===== src/rtl/sb_master_arbiter.sv =====
// sb_master_arbiter
//
// Two-master arbiter for the shared system bus. Master 0 is the JTAG debug
// bridge and master 1 is the second bus master (e.g. the CPU). The grant goes
// round-robin and is held until the transaction ends. A watchdog reclaims the
// bus from an owner that makes no progress for TIMEOUT_CYCLES cycles.
//
// Ports:
//   sb_clock_i             system bus clock
//   sb_reset_n_i           asynchronous active-low reset
//   m_request_i[1:0]       per-master level request (bit 0 debug, bit 1 CPU)
//   m_begin_transaction_i  per-master begin_transaction pulse
//   m_end_transaction_i    per-master end_transaction (master-terminated writes)
//   m_data_valid_i         per-master data_valid
//   sb_end_transaction_i   slave-driven end_transaction
//   sb_data_valid_i        slave-driven data_valid
//   sb_error_i             bus error
//   m_grant_o[1:0]         registered one-hot-or-zero grant
//   owner_o                index of the current or last owner
//   bus_busy_o             high whenever the arbiter is not idle
//   timeout_o              one-cycle pulse when the watchdog fires
//   error_o                one-cycle pulse when a transaction ends on error
//
// All outputs come from registers; there are no input-to-output comb paths.

module sb_master_arbiter #(
  parameter int unsigned TIMEOUT_CYCLES = 1024,
  parameter int unsigned CNT_W          = 16
) (
  input  logic       sb_clock_i,
  input  logic       sb_reset_n_i,
  input  logic [1:0] m_request_i,
  input  logic [1:0] m_begin_transaction_i,
  input  logic [1:0] m_end_transaction_i,
  input  logic [1:0] m_data_valid_i,
  input  logic       sb_end_transaction_i,
  input  logic       sb_data_valid_i,
  input  logic       sb_error_i,
  output logic [1:0] m_grant_o,
  output logic       owner_o,
  output logic       bus_busy_o,
  output logic       timeout_o,
  output logic       error_o
);

  typedef enum logic [1:0] {
    StIdle,
    StGranted,
    StActive
  } state_e;

  localparam logic [CNT_W-1:0] CntLimit = CNT_W'(TIMEOUT_CYCLES - 1);
  localparam logic [CNT_W-1:0] CntMax   = {CNT_W{1'b1}};

  state_e           state_q, state_d;
  logic [1:0]       grant_q, grant_d;
  logic             owner_q, owner_d;
  logic             last_q, last_d;
  logic [CNT_W-1:0] cnt_q, cnt_d;
  logic             timeout_q, timeout_d;
  logic             error_q, error_d;

  // Only the owner's signals matter once granted; the other master is ignored.
  logic             own_req;
  logic             own_begin;
  logic             xfer_end;
  logic             progress;
  logic             cnt_at_limit;
  logic [CNT_W-1:0] cnt_inc;
  logic             sel;

  assign own_req      = m_request_i[owner_q];
  assign own_begin    = m_begin_transaction_i[owner_q];
  assign xfer_end     = m_end_transaction_i[owner_q] | sb_end_transaction_i | sb_error_i;
  assign progress     = m_data_valid_i[owner_q] | sb_data_valid_i;
  assign cnt_at_limit = (cnt_q == CntLimit);
  // Saturating increment: the watchdog counter never wraps.
  assign cnt_inc      = (cnt_q == CntMax) ? cnt_q : cnt_q + CNT_W'(1);

  always_comb begin
    state_d   = state_q;
    grant_d   = grant_q;
    owner_d   = owner_q;
    last_d    = last_q;
    cnt_d     = cnt_q;
    timeout_d = 1'b0;
    error_d   = 1'b0;
    sel       = 1'b0;

    unique case (state_q)
      StIdle: begin
        if (|m_request_i) begin
          // On a tie the master that did not win last time goes next.
          sel     = (&m_request_i) ? ~last_q : m_request_i[1];
          state_d = StGranted;
          grant_d = sel ? 2'b10 : 2'b01;
          owner_d = sel;
          last_d  = sel;
          cnt_d   = '0;
        end
      end

      StGranted: begin
        if (own_begin && xfer_end) begin
          state_d = StIdle;
          grant_d = '0;
        end else if (own_begin) begin
          state_d = StActive;
          cnt_d   = '0;
        end else if (cnt_at_limit) begin
          state_d   = StIdle;
          grant_d   = '0;
          timeout_d = 1'b1;
        end else if (!own_req) begin
          // Owner gave up the grant without starting a transaction.
          state_d = StIdle;
          grant_d = '0;
        end else begin
          cnt_d = cnt_inc;
        end
      end

      StActive: begin
        if (xfer_end) begin
          state_d = StIdle;
          grant_d = '0;
          error_d = sb_error_i;
        end else if (progress) begin
          cnt_d = '0;
        end else if (cnt_at_limit) begin
          state_d   = StIdle;
          grant_d   = '0;
          timeout_d = 1'b1;
        end else begin
          cnt_d = cnt_inc;
        end
      end

      default: begin
        state_d = StIdle;
        grant_d = '0;
      end
    endcase
  end

  always_ff @(posedge sb_clock_i or negedge sb_reset_n_i) begin
    if (!sb_reset_n_i) begin
      state_q   <= StIdle;
      grant_q   <= '0;
      owner_q   <= 1'b0;
      last_q    <= 1'b1;  // master 0 wins the first tie
      cnt_q     <= '0;
      timeout_q <= 1'b0;
      error_q   <= 1'b0;
    end else begin
      state_q   <= state_d;
      grant_q   <= grant_d;
      owner_q   <= owner_d;
      last_q    <= last_d;
      cnt_q     <= cnt_d;
      timeout_q <= timeout_d;
      error_q   <= error_d;
    end
  end

  assign m_grant_o  = grant_q;
  assign owner_o    = owner_q;
  assign bus_busy_o = (state_q != StIdle);
  assign timeout_o  = timeout_q;
  assign error_o    = error_q;

endmodule


===== config.mk =====
export PLATFORM = sky130hd
export DESIGN_NAME = sb_master_arbiter
export DESIGN_NICKNAME = d
export VERILOG_FILES = /design/src/rtl/sb_master_arbiter.sv
export SDC_FILE = /design/constraint.sdc
export NUM_CORES = 1
export LEC_CHECK = 0
export ABC_CLOCK_PERIOD_IN_PS = 2200
export BUFFER_PORTS_ARGS = -buffer_cell sky130_fd_sc_hd__buf_2
export CAP_MARGIN = 20
export CORE_MARGIN = 5
export CORE_UTILIZATION = 44
export DETAILED_ROUTE_END_ITERATION = 8
export GPL_TIMING_DRIVEN = 0
export PLACE_DENSITY = 0.66
export SETUP_SLACK_MARGIN = 0.05
export SLEW_MARGIN = 20
export SYNTH_ARGS = -nofsm -noshare
export SYNTH_HDL_FRONTEND = slang
export SYNTH_SLANG_ARGS = --single-unit

===== constraint.sdc =====
create_clock -name sb_clock_i -period 2.2 [get_ports sb_clock_i]
set_input_delay 0 -clock sb_clock_i [delete_from_list [all_inputs] [get_ports sb_clock_i]]
set_output_delay 0 -clock sb_clock_i [all_outputs]
set_load 0.01 [all_outputs]

* Word-level counts from Yosys, hierarchy flattened *
Cells that the tools add are included.

word-level totals
  register bits = 24
  input port bits = 13
  output and inout bits = 6

cells by class
  add/subtract/negate cells = 1
  $lt $le $gt $ge = 1
  equal/unequal tests = 15
  muxes and demuxes = 41
  bitwise logic cells = 4
  reduce and logical (&&, ||, !) cells = 10

operators by type and width
  kind                                                         number
  2-to-1 mux 16 bit                                            9
  case mux 16 bit (3 select lines)                             1
  2-to-1 mux 2 bit                                             12
  inequality test 3 bit (second input constant)                6
  adder 16 x 1 -> 16 bit (second input constant)               1
  == test 16 x 10 -> 1 bit (second input constant)             1
  == test 16 bit (second input constant)                       1
  2-to-1 mux 1 bit                                             16
  case mux 2 bit (3 select lines)                              2
  AND reduction 7 bit                                          1
  inequality test 2 bit (second input constant)                3
  inequality test 5 bit (second input constant)                1
  AND reduction 5 bit                                          1
  inequality test 4 bit (second input constant)                1
  AND reduction 2 bit                                          2
  AND reduction 4 bit                                          1
  OR 1 bit                                                     3
  nonzero test 3 bit                                           1
  == test 2 x 1 -> 1 bit (second input constant)               1
  == test 2 bit (second input constant)                        1
  zero test 2 bit                                              1
  less-than comparator 1 x 2 -> 1 bit (second input constant)  1
  case mux 1 bit (2 select lines)                              1
  nonzero test 2 bit                                           1
  3 further kinds                                              3

* Depth between registers and ports, before layout *
Gate-level depths: netlist (run 1).

  depth after elaboration = 7
  gate-level depth with buffers = 10

* Worst setup path before layout (run 1) *
Ideal clock, no wire load.

  path kind = register to register
  start point = register cnt_q[10]
  end point = register grant_q[0] (netlist: m_grant_o[0])
  data arrival time = 2.004 ns
  setup slack = 0.069 ns
  cell stages (with the launch flop) = 8
  path buffers = 1
  clock period less this slack = 2.131 ns
  cells stage by stage = dfrtp_1 -> buf_6 -> or4_4 -> nor4_4 -> nand3b_1 -> a21oi_2 -> nand2b_2 -> mux2_1

on the way
  word-level cells in the longest chain between the ends = 5
  elaborated cells on any way between the ends = 8
  classes of those cells = 3 x eq/ne; 4 x mux; 1 x reduce/logical

ends and longest elaborated chain
  element                          line  RTL
  from (decl)                      59    logic [CNT_W-1:0] cnt_q, cnt_d;
  from (signal assigned)           160   cnt_q <= cnt_d;
  == test 16 x 10 -> 1 bit (*)     76    assign cnt_at_limit = (cnt_q == CntLimit);
  2-to-1 mux 2 bit                 110   end else if (cnt_at_limit) begin
  2-to-1 mux 2 bit                 107   end else if (own_begin) begin
  2-to-1 mux 2 bit                 104   if (own_begin && xfer_end) begin
  case mux 2 bit (3 select lines)  90    unique case (state_q)
  to (signal assigned)             157   grant_q <= grant_d;
  to (decl)                        56    logic [1:0] grant_q, grant_d;

Mark *: on every way between the ends. The rest lies on a longest branch, timed or not. The select of a mux whose other input is x is not followed.
A chain may end at the register's enable or synchronous reset.

* Final worst setup path (run 1) *
  start point = register cnt_q[12]
  end point = register grant_q[0] (netlist: m_grant_o[0])

Same word-level chain as after synthesis.

==> key figures, run 1 <==
STA
  – Fin. max-slew vios: 0
  – Final setup margin: -44.13 ps
  – Shortest period the worst path allows: ~2200 ps
  – Max Clk Rate: 445.6 MHz
  – Worst slew margin: between 60% and 70%
  – Final hold vios: 0
  – Slew @ Worst Pin: around 550 ps
  – Final clock skew: 1.545 ps
  – Final setup viols: 3
  – Unrepaired setup endpoints after global routing: yes
  – Period utilization: 102.0%

Detailed routing
  – First-pass iteration count of the detailed router: 5
  – First-iteration detailed-routing DRC count: between 100 and 150
  – DRC violation count after routing: 0
  – Drt via density: 5.898
  – Post-DR wirelength/cell: 15.78 um
  – DR vias: between 1,000 and 1,500
  – Post-DRT Antenna Nets: 0
  – Final routed wirelength across all metal layers: ~4 mm

Global routing
  – Initial antenna violation count: 0
  – Global routing met3 resource utilization: roughly 2.1%
  – Routing layer with the top usage in global route: met2
  – Global-route met1 utilization: about 23%
  – Vias in the first global route: approximately 1,500
  – Global routing usage summed across all routing layers: a little under a fifth
  – GR Overflow Total: 0
  – Maximum number of pins on one net before global-route repair: 25
  – GRT met2 Usage: about a third
  – Wire length of the first global-routing pass: 6.630 mm

CTS
  – Clock latency of the later-clocked register in the worst-skew pair: 320 ps
  – CTS Sinks: 24
  – Clk root buf: clkbuf_4
  – Clock tree from TritonCTS: done
  – Deepest clock path buffer count: 2
  – Number of buffers added by the clock tree synthesis step: 3
  – Total number of H-tree levels: 1
  – Clock slew at the register clock pins of the worst setup and hold paths: about 130 ps

Synthesis
  – Number of nets in the synthesized netlist: approximately 180
  – Gate count of the mapped netlist: between 150 and 200
  – Fraction of post-synthesis cell area in the top cell type by area: roughly 39%
  – Synth area leaders: dfrtp_1 (39%), nor2_1 (4.6%), a31oi_1 (4.2%)
  – Syn Std Cell Area: 1483 sq um
  – Most frequently used cell type in the post-synthesis netlist: dfrtp_1
  – Cell taking the most area after synthesis: dfrtp_1
  – Flip-flop and latch count after synthesis: 24
  – Number of distinct library cells after synthesis: 47
  – Share of flip-flops with an asynchronous set or reset: 100.0%
  – Most numerous cell types in the synthesized netlist: dfrtp_1 (23), nor2_1 (18), a31oi_1 (10), nand2_1 (10), o21ai_0 (10)
  – Primary flip-flop cell chosen by synthesis mapping: dfrtp_1
  – Sequential share of the synthesized area: 40.59%
  – Number of warnings reported in the yosys synthesis log: 0
  – Count of flip-flops with a built-in enable after synthesis: 0
  – Mean post-synth cell area: 9.041 sq um

Placement
  – Pre-CTS worst setup slack: -249.7 ps
  – Final HPWL DP: between 2 and 3 mm
  – Port bufs: 18
  – Gpl congestion: between 0.8 and 0.9
  – Dpl cell area: roughly 1600 sq um

Power and ir drop
  – Power density of the placed cells: around 900 nW/um^2
  – Total design power: approximately 1800 uW
  – Leakage: a little over 0.0009 uW
  – Maximum vdd ir drop: roughly 0.55 mV

Setup path
  – Setup crit end kind: flop
  – Worst Path Class, Setup: reg -> reg
  – Data arrival time of the worst path: 2460 ps
  – Endpoint required time on the critical path: ~2400 ps
  – Maximum cell stage delay along the critical path: approximately 560 ps
  – Cell with the biggest individual delay on the critical path: or4_4
  – Cell-by-cell trace of the critical path: or4_4 -> nor4_4 -> buf_6 -> nand3b_1 -> a21oi_2 -> nand2b_4 -> mux2_4
  – Worst-path fanout max: 4
  – Crit start category: flop

Outcome
  – Failing checks: negative setup slack
  – Outcome: finished, violations left

Layout
  – Number of fill cells in the layout: between 200 and 300
  – Post-Layout Inst Area: just over 2000 sq um
  – Syn-to-layout area delta: 37.97%
  – Count of antenna diodes in the layout: 0
  – Ratio of cells with drive above 1 in the final layout: 39.90%
  – Final net count: approximately 230

Floorplanning
  – Area of the core region: around 3300 sq um
  – Chip width: 68.05 um
  – Chip height: slightly below 70 um
  – Row Count: 21
  – Number of primary I/O pins: 19
  – Effective utilization at floorplan: 44.78%
  – Overall die area: roughly 4600 sq um

Run
  – Max-cap violations: 0

Min path
  – Path category of the worst min-delay check: in -> reg
## what timing repair did
item                                   in CTS  in global routing
gates cloned                                0                  1
hold buffers                                5                  0
buffers inserted                           12                  7
pin swaps                                   7                 17
setup endpoints to repair                  18                 20
endpoints found under the hold margin      26                  0
resized for setup                          13                 43
## critical path: cells and delay by family (launching register included)
kind | cells | cell delay [ps]
and+or+nand+nor | 4 | 1020
AOI/OAI and AO/OA | 1 | 240
muxes | 1 | 300
DFF | 1 | 420
buffers and inverters | 1 | 170
## metal layers
layer	wire, um	vias up	share of wire (%)
met5	0	-	0
met3	172	14	4.3
li1	-	705	-
met2	2031	50	51
met4	121	0	3.0
met1	1681	729	42
## cell usage in the layout (no fill, tap or decap), types with 4 or more instances in the layout
master,instances
a31oi_1,9
a21oi_1,8
nand2_1,7
o22a_1,4
o21ai_1,5
o21ai_0,4
buf_2,20
dfrtp_1,23
buf_6,9
inv_1,8
dlygate4sd3_1,5
nand4_1,4
buf_4,12
nor2_1,14
nand3_1,6
## logic make-up (layout without fill, tap and decap cells)
kind of cell / Yosys count / count (layout) / synth area share [%]
fa+ha+maj: 4 / 4 / 3.376
compound gates: 54 / 54 / 24.30
simple gates: 62 / 62 / 23.38
mux: 5 / 5 / 3.544
flops: 24 / 24 / 40.59
buf+inv: 15 / 59 / 4.810
## final timing paths
check,startpoint,to,slack (ps),cells past startpoint
min in group asynchronous,sb_reset_n_i,timeout_o$_DFF_PN0_,190,2
setup / recovery,cnt_q[12]$_DFFE_PN0P_,m_grant_o[0]$_DFFE_PN0P_,-40,7
setup reg to reg,cnt_q[12]$_DFFE_PN0P_,m_grant_o[0]$_DFFE_PN0P_,-40,7
hold / removal,sb_end_transaction_i,timeout_o$_DFF_PN0_,50,4
max in group asynchronous,sb_reset_n_i,last_q$_DFFE_PN1P_,1640,2
hold reg to reg,cnt_q[8]$_DFFE_PN0P_,cnt_q[8]$_DFFE_PN0P_,510,1
## where the power goes
part	switching (uW)	leakage, uW	internal [uW]	total [uW]
combinational	567	0.000575	528	1100
clock	134	0.0000150	71.0	205
sequential	33.5	0.000325	502	535
total	735	0.000915	1100	1840
## sequential cells by signal (all words and copies together), names as in the netlist
| register | cells |
|---|---|
| m_grant_o | 2 |
| timeout_o | 1 |
| last_q | 1 |
| owner_o | 1 |
| cnt_q | 16 |
| error_o | 1 |
| state_q | 2 |
## final cells by class
class | count | area, sq um | share of cell area, %
multi-input cells | 125 | 983.4 | 48.07
flip-flops and latches | 24 | 601.8 | 29.42
clock buffers | 4 | 26.28 | 1.284
inverters | 8 | 30.03 | 1.468
plain buffers | 5 | 37.54 | 1.835
well taps | 46 | 57.56 | 2.813
repair buffers | 42 | 309.0 | 15.11
## stage by stage
step	cells	utilization (%)	TNS, ps	hold slack, ps
after floorplan	164	-	0	-295.6
after global placement	228	49.24	-1448	12.31
after detailed placement	228	49.24	-2510	17.85
after CTS	248	55.63	0	57.43
after global routing	254	61.79	-632.4	56.08
final	254	61.79	-111.2	51.85
Note: power is estimated with default switching activity, not from simulation.
==> run 2: changes to the inputs <==
--- a/config.mk
+++ b/config.mk
@@ -13,7 +13,7 @@
 export DETAILED_ROUTE_END_ITERATION = 8
 export GPL_TIMING_DRIVEN = 0
 export PLACE_DENSITY = 0.66
-export SETUP_SLACK_MARGIN = 0.05
+export SETUP_SLACK_MARGIN = 0.1
 export SLEW_MARGIN = 20
 export SYNTH_ARGS = -nofsm -noshare
 export SYNTH_HDL_FRONTEND = slang
==> run 2 against run 1 <==
Against the previous run: the run now ends clean; sequential share of layout area decreased by 0.81 points; register-to-register slack better by 80 ps; via count grew 3.2%; core utilization increased by 1.9 points; clock power grew 18%; total power increased by 3.6%; cell count up 4.7%; critical path type unchanged; highest routed layer unchanged.
==> key figures, run 2 (synthesized netlist as in run 1, its figures left out) <==
Floorplanning
  – Effective utilization at floorplan: 44.78% (unchanged)
  – Chip height: 68.05 um (unchanged)
  – Area of the core region: 3311 sq um (unchanged)
  – Chip width: 68.05 um (unchanged)
  – Overall die area: 4631 sq um (unchanged)
  – Number of primary I/O pins: 19 (unchanged)
  – Row Count: 21 (unchanged)

Power and ir drop
  – Power density of the placed cells: 902.1 nW/um^2 (was 897.7 nW/um^2)
  – Leakage: 0.0009780 uW (was 0.0009146 uW)
  – Maximum vdd ir drop: 0.4926 mV (was 0.5513 mV)

Setup path
  – Buf+Inv Stages, Crit Path: 2 (was 1)
  – Crit start category: flop (unchanged)
  – Setup crit end kind: flop (unchanged)
  – R2R cell count: 8 (was 7)
  – Launch point of the worst reg-to-reg path: cnt_q[10]$_DFFE_PN0P_ (was cnt_q[12]$_DFFE_PN0P_)
  – Cell with the biggest individual delay on the critical path: or4_4 (unchanged)
  – Crit. Startpoint: cnt_q[10]$_DFFE_PN0P_ (was cnt_q[12]$_DFFE_PN0P_)
  – Setup slack, reg-to-reg: 40 ps (was -40 ps)
  – Maximum cell stage delay along the critical path: 490 ps (was 560 ps)
  – Largest delay share family, worst path: simple AND/OR/NAND/NOR gates (unchanged)
  – R2R Path End: m_grant_o[0]$_DFFE_PN0P_ (unchanged)
  – Worst-path fanout max: 3 (was 4)
  – Worst Path Class, Setup: reg -> reg (unchanged)
  – Cell-by-cell trace of the critical path: buf_6 -> or4_4 -> nor4_4 -> buf_4 -> nand3b_1 -> a21oi_2 -> nand2b_4 -> mux2_4 (was or4_4 -> nor4_4 -> buf_6 -> nand3b_1 -> a21oi_2 -> nand2b_4 -> mux2_4)
  – Data arrival time of the worst path: 2390 ps (was 2460 ps)
  – Endpoint required time on the critical path: 2430 ps (was 2420 ps)

Detailed routing
  – DRC violation count after routing: 0 (unchanged)
  – Final routed wirelength across all metal layers: 4.125 mm (was 4.008 mm)
  – First-iteration detailed-routing DRC count: 112 (was 119)
  – First-pass iteration count of the detailed router: 4 (was 5)
  – Post-DR wirelength/cell: 15.51 um (was 15.78 um)
  – Post-DRT Antenna Nets: 0 (unchanged)
  – Drt via density: 5.812 (was 5.898)
  – DR vias: 1,546 (was 1,498)

Layout
  – Most common cell after layout, fill and taps aside: buf_4 (was dfrtp_1)
  – Flip-flop count of the largest register, all copies and words added: 16 (unchanged)
  – Biggest register: cnt_q (unchanged)
  – Syn-to-layout area delta: 42.19% (was 37.97%)
  – Utilization after layout: 63.68% (was 61.79%)
  – Count of antenna diodes in the layout: 0 (unchanged)
  – Ratio of cells with drive above 1 in the final layout: 40.45% (was 39.90%)
  – Most frequent cells in the layout: buf_4 (26), dfrtp_1 (22), buf_2 (19) (was dfrtp_1 (23), buf_2 (20), nor2_1 (14))
  – Final net count: 238 (was 226)

STA
  – Shortest period the worst path allows: 2161 ps (was 2244 ps)
  – Final clock skew: 1.809 ps (was 1.545 ps)
  – Slew @ Worst Pin: 555.7 ps (was 554.1 ps)
  – Unrepaired setup endpoints after global routing: yes (unchanged)
  – Final setup margin: 39.12 ps (was -44.13 ps)
  – Worst slew margin: 62.95% (was 63.06%)
  – Final hold vios: 0 (unchanged)
  – Final hold slack: 71.23 ps (was 51.85 ps)
  – Final setup viols: 0 (was 3)
  – Max Clk Rate: 462.8 MHz (was 445.6 MHz)
  – Period utilization: 98.22% (was 102.0%)
  – Fin. max-slew vios: 0 (unchanged)

Min path
  – Path category of the worst min-delay check: in -> reg (unchanged)
  – Number of cells traversed by the worst hold path: 4 (unchanged)
  – Endpoint of the worst hold path: timeout_o$_DFF_PN0_ (unchanged)
  – HP Start: m_begin_transaction_i[0] (was sb_end_transaction_i)

Placement
  – Port bufs: 18 (unchanged)
  – Pre-CTS worst setup slack: -217.3 ps (was -249.7 ps)
  – Gpl congestion: 0.8956 (was 0.8445)
  – Final HPWL DP: 2.536 mm (was 2.514 mm)

CTS
  – Number of buffers added by the clock tree synthesis step: 3 (unchanged)
  – Total number of H-tree levels: 1 (unchanged)
  – Clock tree from TritonCTS: done (unchanged)
  – Deepest clock path buffer count: 2 (unchanged)
  – Clock latency of the later-clocked register in the worst-skew pair: 320 ps (about the same)
  – CTS Sinks: 24 (unchanged)
  – Clk root buf: clkbuf_4 (unchanged)
  – Clock slew at the register clock pins of the worst setup and hold paths: 130 ps (about the same)

Global routing
  – GR Overflow Total: 0 (unchanged)
  – Global routing usage summed across all routing layers: 18.60% (was 18.36%)
  – Maximum number of pins on one net before global-route repair: 25 (unchanged)
  – Initial antenna violation count: 0 (unchanged)
  – Wire length of the first global-routing pass: 6.506 mm (was 6.630 mm)
  – Vias in the first global route: 1,376 (was 1,488)

Run
  – Max-cap violations: 0 (unchanged)

Outcome
  – Outcome: complete, no violations (was finished, violations left)
-- run 2: cell count changes in the layout (fill, tap and decap cells not counted), sizes merged --
cell    previous run  this run
buf               41        51
clkbuf             5         7
-- run 2: how the worst max path moves through the flow --
stage / to / slack [ps] / depth (start not counted)
2_1_floorplan: cnt_q[9]$_DFFE_PN0P_ / 110 / 8
3_3_place_gp: cnt_q[9]$_DFFE_PN0P_ / -150 / 8
3_5_place_dp: cnt_q[9]$_DFFE_PN0P_ / -220 / 8
4_1_cts: m_grant_o[0]$_DFFE_PN0P_ / 2 / 8
5_1_grt: cnt_q[9]$_DFFE_PN0P_ / -130 / 8
6_report: m_grant_o[0]$_DFFE_PN0P_ / 40 / 8
-- run 2: area by class of cell --
cell class	instances	area (sq um)
Fill cell	292	1202
Multi-Input combinational cell	125	955.9
Sequential cell	24	603.1
Inverter	8	30.03
Timing Repair Buffer	52	372.9
Buffer	7	52.55
Clock buffer	4	36.28
Tap cell	46	57.56
-- run 2: timing repair --
| action | in CTS | in global routing |
|---|---|---|
| gates cloned | 0 | 0 |
| hold buffers | 5 | 0 |
| hold endpoints to repair | 26 | 0 |
| setup endpoints to repair | 19 | 21 |
| setup buffers | 20 | 9 |
| gates resized for setup | 19 | 24 |
| pin swaps | 8 | 8 |
-- run 2: worst min-delay path, stage by stage --
cell and delay, ps:
buf_2 90, mux2i_1 120, nand2_1 100, a211oi_1 60
-- run 2: metal layers --
metal  vias to the layer above  wire length, um  global-route usage, %
li1                        728                -                      -
met3                        11              182                  2.135
met2                        49             2063                  29.96
met4                         0               97                  8.437
met1                       758             1780                  24.92
met5                         -                0                      0
-- run 2: where the power goes --
part           internal [uW]  total, uW  leakage (uW)  switching, uW
clock                    101        242     0.0000210            141
combinational            559       1120      0.000634            566
sequential               502        535      0.000323           33.2
-- run 2: per-stage QoR --
stage          cells  cell area, sq um  setup TNS (ps)  power, uW
2_1_floorplan    164              1483               0       1026
3_3_place_gp     228              1630          -955.7       1193
3_5_place_dp     228              1630           -1846       1229
4_1_cts          257              1932               0       1716
5_1_grt          266              2108           -1251       2017
6_report         266              2108               0       1902
==> run 3: changes to the inputs <==
--- a/config.mk
+++ b/config.mk
@@ -13,6 +13,7 @@
 export DETAILED_ROUTE_END_ITERATION = 8
 export GPL_TIMING_DRIVEN = 0
 export PLACE_DENSITY = 0.66
+export RECOVER_POWER = 100
 export SETUP_SLACK_MARGIN = 0.1
 export SLEW_MARGIN = 20
 export SYNTH_ARGS = -nofsm -noshare
==> run 3 against run 2 <==
Against the previous run: clock-buffer cell count stayed put; global-route usage stayed put; die area stayed put; first-iteration DRC count is 5.4% higher; cell count stayed put; critical path depth stayed put; largest power group unchanged.
==> key figures, run 3 (synthesized netlist as in run 1, its figures left out) <==
Outcome
  – Outcome: complete, no violations (unchanged)

Power and ir drop
  – Clk pwr share: 12.8% (was 12.7%)
  – Net Switching: 742.0 uW (was 739.7 uW)
  – Cell-internal power: 1155 uW (was 1162 uW)
  – Power density of the placed cells: 902.9 nW/um^2 (was 902.1 nW/um^2)
  – Leakage: 0.0009565 uW (was 0.0009780 uW)
  – Share of power burned in registers: 28.3% (was 28.1%)
  – Total design power: 1897 uW (was 1902 uW)
  – Maximum vdd ir drop: 0.4935 mV (was 0.4926 mV)
  – Switching power as a share of total power: 39.12% (was 38.89%)
  – Part of the total power dissipated in combinational logic: 58.9% (was 59.1%)

Layout
  – Biggest register: cnt_q (unchanged)
  – Flip-flop count of the largest register, all copies and words added: 16 (unchanged)
  – Number of standard cells in the final layout excluding fillers: 266 (unchanged)
  – Most common cell after layout, fill and taps aside: buf_4 (unchanged)
  – Count of antenna diodes in the layout: 0 (unchanged)
  – Most frequent cells in the layout: buf_4 (26), dfrtp_1 (22), nor2_1 (15) (was buf_4 (26), dfrtp_1 (22), buf_2 (19))
  – Syn-to-layout area delta: 41.69% (was 42.19%)
  – Final net count: 238 (unchanged)
  – Utilization after layout: 63.45% (was 63.68%)
  – Ratio of cells with drive above 1 in the final layout: 37.73% (was 40.45%)

Setup path
  – Cell with the biggest individual delay on the critical path: or4_4 (unchanged)
  – Endpoint required time on the critical path: 2430 ps (about the same)
  – Worst Path Class, Setup: reg -> reg (unchanged)
  – Largest delay share family, worst path: simple AND/OR/NAND/NOR gates (unchanged)
  – Buf+Inv Stages, Crit Path: 2 (unchanged)
  – Cell-by-cell trace of the critical path: buf_6 -> or4_4 -> nor4_4 -> buf_4 -> nand3b_1 -> a21oi_2 -> nand2b_4 -> mux2_4 (unchanged)
  – Crit start category: flop (unchanged)
  – Setup crit end kind: flop (unchanged)
  – Maximum cell stage delay along the critical path: 490 ps (about the same)
  – Worst-path fanout max: 3 (unchanged)
  – Data arrival time of the worst path: 2390 ps (about the same)

Detailed routing
  – Final routed wirelength across all metal layers: 4.114 mm (was 4.125 mm)
  – First-pass iteration count of the detailed router: 4 (unchanged)
  – DR vias: 1,543 (was 1,546)
  – Post-DR wirelength/cell: 15.47 um (was 15.51 um)
  – Drt via density: 5.801 (was 5.812)
  – First-iteration detailed-routing DRC count: 118 (was 112)
  – DRC violation count after routing: 0 (unchanged)
  – Post-DRT Antenna Nets: 0 (unchanged)

STA
  – Worst slew margin: 11.88% (was 62.95%)
  – Final hold slack: 70.57 ps (was 71.23 ps)
  – Final setup viols: 0 (unchanged)
  – Shortest period the worst path allows: 2161 ps (about the same)
  – Period utilization: 98.23% (was 98.22%)
  – Final clock skew: 1.925 ps (was 1.809 ps)
  – Max Clk Rate: 462.7 MHz (was 462.8 MHz)
  – Final setup margin: 38.95 ps (was 39.12 ps)
  – Fin. max-slew vios: 0 (unchanged)
  – Unrepaired setup endpoints after global routing: yes (unchanged)
  – Final hold vios: 0 (unchanged)
  – Slew @ Worst Pin: 1322 ps (was 555.7 ps)

Run
  – Max-cap violations: 0 (unchanged)

Floorplanning
  – Chip width: 68.05 um (unchanged)
  – Number of primary I/O pins: 19 (unchanged)
  – Row Count: 21 (unchanged)
  – Effective utilization at floorplan: 44.78% (unchanged)
  – Chip height: 68.05 um (unchanged)
  – Area of the core region: 3311 sq um (unchanged)
  – Overall die area: 4631 sq um (unchanged)

CTS
  – Clock tree from TritonCTS: done (unchanged)
  – Total number of H-tree levels: 1 (unchanged)
  – Deepest clock path buffer count: 2 (unchanged)
  – Clk root buf: clkbuf_4 (unchanged)
  – CTS Sinks: 24 (unchanged)
  – Clock latency of the later-clocked register in the worst-skew pair: 330 ps (was 320 ps)
  – Number of buffers added by the clock tree synthesis step: 3 (unchanged)
  – Clock slew at the register clock pins of the worst setup and hold paths: 130 ps (about the same)

Global routing
  – Global routing usage summed across all routing layers: 18.60% (unchanged)
  – Vias in the first global route: 1,376 (unchanged)
  – GR Overflow Total: 0 (unchanged)
  – Initial antenna violation count: 0 (unchanged)
  – Maximum number of pins on one net before global-route repair: 25 (unchanged)
  – Wire length of the first global-routing pass: 6.506 mm (unchanged)

Placement
  – Gpl congestion: 0.8956 (unchanged)
  – Port bufs: 18 (unchanged)
  – Pre-CTS worst setup slack: -217.3 ps (unchanged)
  – Total placed cells including tap cells: 228 (unchanged)
  – Final HPWL DP: 2.536 mm (unchanged)

Min path
  – Path category of the worst min-delay check: in -> reg (unchanged)
[run 3: cell count changes in the layout (fill, tap and decap cells not counted), sizes merged]
| cell | change |
|---|---|
| clkbuf | +6 |
| buf | -6 |
[run 3: path summary, 6_finish.rpt]
path / endpoint / slack (ps) / from / cells past startpoint
max: m_grant_o[0]$_DFFE_PN0P_ / 40 / cnt_q[10]$_DFFE_PN0P_ / 8
min reg2reg: m_grant_o[1]$_DFFE_PN0P_ / 530 / m_grant_o[1]$_DFFE_PN0P_ / 1
min: timeout_o$_DFF_PN0_ / 70 / m_begin_transaction_i[0] / 4
max reg2reg: m_grant_o[0]$_DFFE_PN0P_ / 40 / cnt_q[10]$_DFFE_PN0P_ / 8
min in group asynchronous: state_q[1]$_DFFE_PN0P_ / 470 / sb_reset_n_i / 2
max in group asynchronous: cnt_q[11]$_DFFE_PN0P_ / 870 / sb_reset_n_i / 2
[run 3: final cells by class]
class                      count  area, sq um
fill                         296         1210
multi-input combinational    125        955.9
sequential                    24        603.1
timing repair buffer          52        365.4
tap                           46        57.56
buffer                         7        52.55
clock buffer                   4        36.28
inverter                       8        30.03
[run 3: power by group through the flow]
stage          sequential, uW  combinational (uW)  clock, uW
5_1_grt                   542                1200        264
3_5_place_dp              542                 688          0
3_3_place_gp              539                 655          0
6_report                  536                1120        243
2_1_floorplan             552                 474          0
4_1_cts                   531                 939        247
[run 3: tightest hold or removal path: cells and delay by family]
family / cells / cell delay (ps)
compound gates: 1 / 60
simple gates: 1 / 100
buf+inv: 1 / 90
mux: 1 / 120
[run 3: per-stage QoR]
stage / instance area, sq um / TNS, ps
floorplan: 1483 / 0
global placement: 1630 / -955.7
detailed placement: 1630 / -1846
CTS: 1932 / 0
global route: 2101 / -1251
finish: 2101 / 0
[run 3: timing repair]
item	4_1_cts	5_1_grt
hold buffers	5	0
pin swaps	8	8
resized for setup	19	24
setup buffers	20	9
hold endpoints to repair	26	0
endpoints found under the setup margin	19	21
[run 3: routing by layer]
layer  part of all wire (%)  vias to the layer above  global-route usage (%)
li1                       -                      728                       -
met2                     50                       50                   29.96
met3                    4.7                        9                   2.135
met5                      0                        -                       0
met1                     43                      756                   24.92
met4                    2.3                        0                   8.437
